$ cat src/rtl/arb_pkg.sv
// Shared defaults and helpers for the arbitrated-FIFO subsystem: the FIFO bank
// wrapper and the round-robin drain stage both size themselves from here.
package arb_pkg;

  localparam int DEF_NUM_FIFOS = 4;
  localparam int DEF_WIDTH     = 8;

  typedef enum logic {
    OUT_EMPTY = 1'b0,
    OUT_FULL  = 1'b1
  } out_state_e;

  // Width of a source index; a single source still needs one bit.
  function automatic int idx_width(input int n);
    return (n > 1) ? $clog2(n) : 1;
  endfunction

endpackage

$ cat src/rtl/rr_pick.sv
// Combinational round-robin picker: rotate requests so ptr sits at position 0,
// take the lowest set bit, then map that offset back to a FIFO index.
module rr_pick
  import arb_pkg::*;
#(
  parameter int NUM_FIFOS = DEF_NUM_FIFOS,
  parameter int IDW       = idx_width(NUM_FIFOS)
) (
  input  logic [NUM_FIFOS-1:0] req,
  input  logic [IDW-1:0]       ptr,
  output logic [IDW-1:0]       gnt_idx,
  output logic                 gnt_any
);

  logic [NUM_FIFOS-1:0] rot;
  logic [IDW-1:0]       off;

  // Both operands are below NUM_FIFOS, so one conditional subtract gives the
  // modulo-NUM_FIFOS sum even when NUM_FIFOS is not a power of two.
  function automatic logic [IDW-1:0] wrap_add(input logic [IDW-1:0] a,
                                              input logic [IDW-1:0] b);
    logic [IDW:0] sum;
    sum = {1'b0, a} + {1'b0, b};
    if (sum >= (IDW+1)'(NUM_FIFOS)) sum = sum - (IDW+1)'(NUM_FIFOS);
    return sum[IDW-1:0];
  endfunction

  always_comb begin
    // NOTE: every combinational output gets a default before any conditional
    // assignment, so no path leaves a value held and no latch is inferred.
    rot = '0;
    for (int k = 0; k < NUM_FIFOS; k++) rot[k] = req[wrap_add(ptr, IDW'(k))];
  end

  always_comb begin
    gnt_any = |rot;
    off     = '0;
    for (int k = NUM_FIFOS - 1; k >= 0; k--) begin
      if (rot[k]) off = IDW'(k);
    end
  end

  assign gnt_idx = wrap_add(ptr, off);

endmodule

$ cat src/rtl/fifo_rr_drain.sv
// Round-robin drain stage: pops at most one non-empty upstream FIFO per cycle
// into a single valid/ready output register tagged with its source index.
module fifo_rr_drain
  import arb_pkg::*;
#(
  parameter int NUM_FIFOS = DEF_NUM_FIFOS,
  parameter int WIDTH     = DEF_WIDTH,
  parameter int IDW       = idx_width(NUM_FIFOS)
) (
  input  logic                       clk,
  input  logic                       rst,
  input  logic [NUM_FIFOS-1:0]       empty,
  input  logic [NUM_FIFOS*WIDTH-1:0] fifo_data,
  output logic [NUM_FIFOS-1:0]       pop,
  output logic                       out_valid,
  input  logic                       out_ready,
  output logic [WIDTH-1:0]           out_data,
  output logic [IDW-1:0]             out_id
);

  logic [NUM_FIFOS-1:0] req;
  logic [IDW-1:0]       ptr;
  logic [IDW-1:0]       gnt_idx;
  logic                 gnt_any;
  logic                 load;
  logic [WIDTH-1:0]     fifo_word [NUM_FIFOS];
  out_state_e           state;

  assign req = ~empty;

  for (genvar i = 0; i < NUM_FIFOS; i++) begin : g_unpack
    assign fifo_word[i] = fifo_data[i*WIDTH +: WIDTH];
  end

  rr_pick #(
    .NUM_FIFOS (NUM_FIFOS),
    .IDW       (IDW)
  ) u_pick (
    .req     (req),
    .ptr     (ptr),
    .gnt_idx (gnt_idx),
    .gnt_any (gnt_any)
  );

  // rst gates load so no FIFO is popped while the register is held in reset.
  assign load      = gnt_any & (~out_valid | out_ready) & rst;
  assign out_valid = (state == OUT_FULL);

  always_comb begin
    pop = '0;
    if (load) pop[gnt_idx] = 1'b1;
  end

  // FIFO data_out is combinational from its read pointer, so the word is
  // captured on the same edge that retires it upstream.
  always_ff @(posedge clk or negedge rst) begin
    if (!rst) begin
      // NOTE: out_data is reset too; consumers may look at it before the first
      // load, and a known zero keeps the bus quiet after a mid-stream reset.
      // NOTE: non-blocking assignments keep every flop sampling pre-edge values.
      state    <= OUT_EMPTY;
      out_data <= '0;
      out_id   <= '0;
      ptr      <= '0;
    end else if (load) begin
      state    <= OUT_FULL;
      out_data <= fifo_word[gnt_idx];
      out_id   <= gnt_idx;
      ptr      <= (gnt_idx == IDW'(NUM_FIFOS - 1)) ? '0 : gnt_idx + 1'b1;
    end else if (out_ready) begin
      state <= OUT_EMPTY;
    end
  end

`ifdef FORMAL
  a_pop_onehot0 : assert property (@(posedge clk) disable iff (!rst)
    $onehot0(pop));
  a_pop_nonempty : assert property (@(posedge clk) disable iff (!rst)
    (pop & empty) == '0);
  a_hold_stable : assert property (@(posedge clk) disable iff (!rst)
    (out_valid && !out_ready) |=> ($stable(out_data) && $stable(out_id)));
`endif

endmodule

$ cat config.mk
export PLATFORM = sky130hd
export DESIGN_NAME = fifo_rr_drain
export DESIGN_NICKNAME = d
export VERILOG_FILES = /design/src/rtl/arb_pkg.sv /design/src/rtl/rr_pick.sv /design/src/rtl/fifo_rr_drain.sv
export SDC_FILE = /design/constraint.sdc
export NUM_CORES = 1
export LEC_CHECK = 0
export CAP_MARGIN = 20
export CORE_ASPECT_RATIO = 0.6
export CORE_MARGIN = 1
export CORE_UTILIZATION = 43
export CTS_BUF_LIST = sky130_fd_sc_hd__clkbuf_4 sky130_fd_sc_hd__clkbuf_8
export DETAILED_ROUTE_END_ITERATION = 10
export GPL_TIMING_DRIVEN = 0
export PLACE_DENSITY = 0.89
export RECOVER_POWER = 100
export SYNTH_ARGS = -nofsm -noshare
export SYNTH_HDL_FRONTEND = slang
export SYNTH_HIERARCHICAL = 1
export SYNTH_SLANG_ARGS = --single-unit
$ cat constraint.sdc
create_clock -name clk -period 4.37 [get_ports clk]
set_clock_uncertainty 0.1 [all_clocks]
set_input_delay 0.437 -clock clk [delete_from_list [all_inputs] [get_ports clk]]
set_output_delay 0.437 -clock clk [all_outputs]
set_load 0.03 [all_outputs]
==> After elaboration in Yosys (flattened, before gate mapping) <==
Cells that the tools add are included.
{ "word_totals": {"ff_bits": 13, "latch_bits": 0, "mem_bits_rw": 0, "romBits": 0, "output_inout_bits": 15, "wordCells": 62, "mem_count": 0} }
{ "op_classes": {"add_sub_neg": 10, "mul": 0, "n_div": 0, "n_lt_le_gt_ge": 12, "eq_ne": 1, "shifts": 0, "mux": 26, "bitwise": 6, "n_reduce_logical": 3} }
{ "ops": {"columns": ["operator", "count"], "rows": [
  ["$mux 2", 10],
  ["$bmux 8 s2", 1],
  ["$mux 8", 2],
  ["$ge 3x3->1 const B", 5],
  ["$lt 2x3->1 const B", 5],
  ["$sub 2x1->2 const B", 5],
  ["$bmux 1 s2", 4],
  ["$mux 1", 7],
  ["$add 2x2->3 const B", 2],
  ["$mux 4", 1],
  ["$not 4->4", 1],
  ["$reduce_or 4->1", 1],
  ["$add 2x1->3 const B", 1],
  ["$add 2x2->3", 1],
  ["$ge 2x3->1 const B", 1],
  ["$not 2->3", 1],
  ["$add 2x1->2 const B", 1],
  ["$and 1x1->1", 2],
  ["$demux 1 s2", 1],
  ["$eq 2x2->1 const B", 1],
  ["$ge 2x1->1 const B", 1],
  ["$reduce_bool 2->1", 1],
  ["$logic_and 1x1->1", 1],
  ["$not 1->1", 1],
  ["$or 1x1->1", 1]
]} }

==> Depth between registers and ports, before layout <==
{ "depth": {"depth_word": 17, "mapped_depth": 12} }

==> Cells and area by module <==
Netlist, hierarchy kept.
{ "modules_own_cells": {"columns": ["mod", "n_inst", "cells_each", "area_per_inst_um2"], "rows": [
  ["fifo_rr_drain", 1, 56, 819.5],
  ["rr_pick", 1, 25, 166.4]
]} }

==> Least setup slack after synthesis <==
No wires, ideal clock.
{ "synth_timing": {"kind": "input to output", "from": "in empty[0]", "to": "out pop[1]", "arrival_ns": 2.358, "path_slack_ns": 1.475, "path_stages": 12, "path_buffers": 1, "path_cell_list": "inv_1 nor2_1 a2bb2oi_1 o211ai_1 o21a_1 ha_1 xnor2_1 xnor2_1 clkbuf_1 inv_1 ha_1 and2_1"} }
{ "synth_between": {"elab_chain_cells": 15, "elab_cells_between_ends": 26, "classes_between": "2 x add/sub; 3 x order compare; 16 x mux; 3 x bitwise; 2 x reduce/logical"} }
{ "synth_rtl": {"columns": ["element", "line", "text"], "rows": [
  ["from (decl)", "fifo_rr_drain.sv:12", "input logic [NUM_FIFOS-1:0] empty,"],
  ["$not 4->4 (*)", "fifo_rr_drain.sv:29", "assign req = ~empty;"],
  ["$bmux 1 s2", "rr_pick.sv:32", "for (int k = 0; k < NUM_FIFOS; k++) rot[k] = req[wrap_add(ptr, IDW'(k))];"],
  ["$mux 1 (implied by the code)", "rr_pick.sv:32", null],
  ["$mux 2 (3 in a row)", "rr_pick.sv:39", "if (rot[k]) off = IDW'(k);"],
  ["$mux 2 (*)", "rr_pick.sv:39", null],
  ["$add 2x2->3 (*)", "rr_pick.sv:23", "sum = {1'b0, a} + {1'b0, b};"],
  ["$ge 3x3->1 / $sub 2x1->2 (equally long branches)", "rr_pick.sv:24", "if (sum >= (IDW+1)'(NUM_FIFOS)) sum = sum - (IDW+1)'(NUM_FIFOS);"],
  ["$mux 2 (*)", "rr_pick.sv:24", null],
  ["net gnt_idx[1]", "fifo_rr_drain.sv:23", "logic [IDW-1:0] gnt_idx;"],
  ["$lt 2x3->1 (implied by the code) / $ge 2x1->1 (equally long branches)", "fifo_rr_drain.sv:51", "if (load) pop[gnt_idx] = 1'b1;"],
  ["$logic_and 1x1->1 (implied by the code)", "fifo_rr_drain.sv:51", null],
  ["$mux 1 (implied by the code)", "fifo_rr_drain.sv:51", null],
  ["$demux 1 s2 (*)", "fifo_rr_drain.sv:51", null],
  ["$mux 4 (*)", "fifo_rr_drain.sv:51", null],
  ["to (decl)", "fifo_rr_drain.sv:14", "output logic [NUM_FIFOS-1:0] pop,"]
]} }
The timed path passes the listed nets; every way through them passes the cells marked *. The select of a mux whose other input is x is not followed.

==> Final worst setup path <==
{ "layout_timing": {"from": "in empty[0]", "to": "out pop[0]"} }
{ "layout_between": {"elab_chain_cells": 15, "elab_cells_between_ends": 26, "classes_between": "2 x add/sub; 3 x order compare; 16 x mux; 3 x bitwise; 2 x reduce/logical"} }
{ "layout_rtl": {"columns": ["element", "line", "text"], "rows": [
  ["$not 4->4 (*)", "fifo_rr_drain.sv:29", null],
  ["net req[0]", "fifo_rr_drain.sv:21", "logic [NUM_FIFOS-1:0] req;"],
  ["$bmux 1 s2", "rr_pick.sv:32", null],
  ["$mux 1 (implied by the code)", "rr_pick.sv:32", null],
  ["$mux 2 (3 in a row)", "rr_pick.sv:39", null],
  ["$mux 2 (*)", "rr_pick.sv:39", null],
  ["$add 2x2->3 (*)", "rr_pick.sv:23", null],
  ["$ge 3x3->1 / $sub 2x1->2 (equally long branches)", "rr_pick.sv:24", null],
  ["$mux 2 (*)", "rr_pick.sv:24", null],
  ["net gnt_idx[1]", "fifo_rr_drain.sv:23", null],
  ["$lt 2x3->1 (implied by the code) / $ge 2x1->1 (equally long branches)", "fifo_rr_drain.sv:51", null],
  ["$logic_and 1x1->1 (implied by the code)", "fifo_rr_drain.sv:51", null],
  ["$mux 1 (implied by the code)", "fifo_rr_drain.sv:51", null],
  ["$demux 1 s2 (*)", "fifo_rr_drain.sv:51", null],
  ["$mux 4 (*)", "fifo_rr_drain.sv:51", null]
]} }
Marked as above.

==> metrics.md <==
| Metric | Value |
|---|---|
| Reg2Reg Setup Slack | `1590 ps` |
| Buf/Inv on CP | `5` |
| Critical path required time | `3830 ps` |
| Area Growth Syn to Fin | `59.6%` |
| Critical setup path kind | `input port to primary output` |
| HP Class | `flip-flop to flip-flop` |
| Switching Fraction | `0.424` |
| DRT Pass-1 Iters | `4` |
| Fin. Hold Viols | `0` |
| Post-CTS setup buffers | `0` |
| RePlAce Congestion | `0.634` |
| Worst-skew pair later-pin latency | `240 ps` |
| Synth area leaders | `dfrtp_1 33%, mux4_2 16%, mux2_4 12%` |
| Final Max Tran Viols | `0` |
| Internal power | `0.656 mW` |
| Worst-path fanout max | `10` |
| CTS root buf | `clkbuf_8` |
| Synthesized area | `986 µm²` |
| Vias in the first global route | `798` |
| GRT Total Usage | `0.222` |
| Synth Instances | `81` |
| CP max stage delay | `600 ps` |
| Top post-synthesis cells by count | `13 x dfrtp_1, 8 x inv_1, 8 x mux2_4, 7 x mux4_2` |
| Row count | `13` |
| Clock transition at path regs | `50 ps` |
| First-pass GRT wire length | `3980 µm` |
| Final instance area | `1570 µm²` |
| Outcome | `finished clean` |
| Psw | `0.484 mW` |
| Total negative slack | `0 ps` |
| R2R Path End | `out_data[5]$_DFFE_PN0P_` |
| Layout cells sized above 1 | `0.159` |
| Antenna diodes | `0` |
| Slew HR | `0.550` |
| Element type at the critical path end | `primary output` |
| Die width | `63.8 µm` |
| Initial Utilization | `0.456` |
| TritonCTS clock tree | `done` |
| Syn nets | `125` |
| Comb pwr share | `0.711` |
| Hold Crit Start | `out_data[2]$_DFFE_PN0P_` |
| Top layer in use | `met4` |
| Initial antenna violation count | `0` |
| Max Cap Viol | `0` |
| Hold Crit Depth | `1` |
| Sequential Power Share | `0.189` |
| Count leader, synth | `dfrtp_1` |
| Iter 0 DRT Violations | `37` |
| Fraction of registers with async set or reset after synthesis | `1.00` |
| Distinct cells, synth | `28` |
| Num CTS Buffers | `3` |
| Yosys reg bits | `13` |
| Main synth FF type | `dfrtp_1` |
| WL final | `2540 µm` |
| Cell Pwr Density | `724 nW/µm²` |
| I/O Buffers | `53` |
| Largest net degree at the start of global routing | `15` |
| Metal2 WL | `1210 µm` |
| DR WL met3 | `184 µm` |
| Die height | `39.1 µm` |
| RSZ-0062 raised after global routing | `no` |
| Metal-1 WL | `1120 µm` |
| Worst-path cell chain | `clkdlybuf4s50_1 -> inv_1 -> nor2_1 -> a2bb2oi_1 -> o211ai_1 -> o21a_1 -> ha_1 -> xnor2_1 -> xnor2_1 -> clkbuf_2 -> inv_1 -> ha_1 -> and2_0 -> clkdlybuf4s50_1` |
| Clk pwr share | `0.100` |
| R2R cell count | `11` |
| Worst hold endpoint | `out_data[2]$_DFFE_PN0P_` |
| Crit share post-route | `0.937` |
| Max clock buf depth | `2` |
| Via density | `5.07` |
| Post-route ant nets | `0` |
| Via count | `852` |
| Share of the synthesized area in the top cell type | `0.330` |
| Least-Margin Pin Slew | `675 ps` |
| Number of flops mapped to enable cells by yosys | `0` |
| Core ar. | `2160 µm²` |
| Hold Buf Count CTS | `0` |
| Arrival time at the worst endpoint | `3560 ps` |
| Syn Area/Cell | `12.2 µm²` |
| CP startpoint kind | `input port` |
| DP HPWL | `1990 µm` |
| FF-to-FF Start | `ptr[1]$_DFFE_PN0P_` |
| Crit path max-delay cell type | `clkdlybuf4s50_1` |
| Post-DP Area | `1550 µm²` |
| YS warnings | `6` |
| CTS HTree Levels | `1` |
| Worst VDD drop | `0.431 mV` |
| Static Leakage | `0.663 nW` |
| I/O pin count | `54` |
| CP delay by family, top | `buffers and inverters` |
| Residual DRC | `0` |
| Setup-failing EPs final | `0` |
| Sink Count | `13` |
| Gr ovfl total | `0` |
| # nets final | `183` |
| Synth area leader | `dfrtp_1` |
| Peak Freq | `244 MHz` |
| Sequential share of the synthesized area | `0.330` |
| Min Tclk post-route | `4100 ps` |
| Die area | `2490 µm²` |
| Wire per inst | `15.1 µm` |
sequential cells by signal, summed over array words and instances, names as in the netlist:
name	cells
ptr	2
out_valid	1
out_id	2
out_data	8
logic make-up after synthesis:
kind of cell / synth area share
DFF: 0.330
muxes: 0.365
adders and majority gates: 0.0635
xor gates and xnor gates: 0.0178
AOI/OAI and AO/OA: 0.0723
buffers and inverters: 0.0584
and+or+nand+nor: 0.0926
timing repair:
action,CTS,global route
hold endpoints to repair,0,0
setup endpoints to repair,0,2
gates resized for setup,0,2
final cells by class:
type                       count  area [µm²]
tap                           30        37.5
sequential                    13         325
multi-input combinational     56         573
inverter                       8        30.0
timing repair buffer          53         531
fill                         164         589
buffer                         4        28.8
clock buffer                   4        48.8
through the flow:
step           hold WS, ps  worst slack, ps  power, mW  std cells   util
6_report               383              273       1.14        168  0.728
3_3_place_gp           393              241       1.07        164  0.718
4_1_cts                409             81.3       1.22        168  0.741
5_1_grt                400             42.8       1.22        168  0.728
3_5_place_dp           392             96.0       1.10        164  0.718
2_1_floorplan         41.4             1480      0.830         81      -
power by group through the flow:
stage / clock network [mW] / logic, mW / registers (mW)
5_1_grt: 0.123 / 0.876 / 0.223
3_3_place_gp: 0 / 0.849 / 0.219
3_5_place_dp: 0 / 0.876 / 0.220
4_1_cts: 0.116 / 0.884 / 0.220
6_report: 0.114 / 0.811 / 0.216
2_1_floorplan: 0 / 0.517 / 0.313
cell usage in the layout (no fill, tap or decap), drive strengths merged, types with 2 or more instances in the layout:
cell | synthesis | final
inv | 8 | 8
buf | 3 | 3
a21oi | 3 | 3
dlygate4sd3 | 0 | 14
clkbuf | 1 | 5
clkdlybuf4s50 | 0 | 39
nand2 | 5 | 5
mux4 | 8 | 8
mux2 | 13 | 13
nor2 | 4 | 4
dfrtp | 13 | 13
xnor2 | 2 | 2
nor2b | 2 | 2
ha | 5 | 5
and2 | 4 | 4
metal layers:
| layer | vias up | GRT usage |
|---|---|---|
| li1 | 404 | - |
| met1 | 404 | 0.288 |
| met2 | 39 | 0.370 |
| met3 | 5 | 0.0588 |
| met4 | 0 | 0.0682 |
| met5 | - | 0 |
worst max path at each step:
stage	startpoint	end	slack [ps]	cells after the start
2_1_floorplan	empty[0]	pop[1]	1480	12
4_1_cts	empty[0]	pop[0]	80	14
3_5_place_dp	empty[0]	pop[0]	100	14
5_1_grt	empty[0]	pop[0]	40	14
6_report	empty[0]	pop[0]	270	14
3_3_place_gp	empty[0]	pop[0]	240	14
No activity file was read; power rests on OpenSTA's default activity.
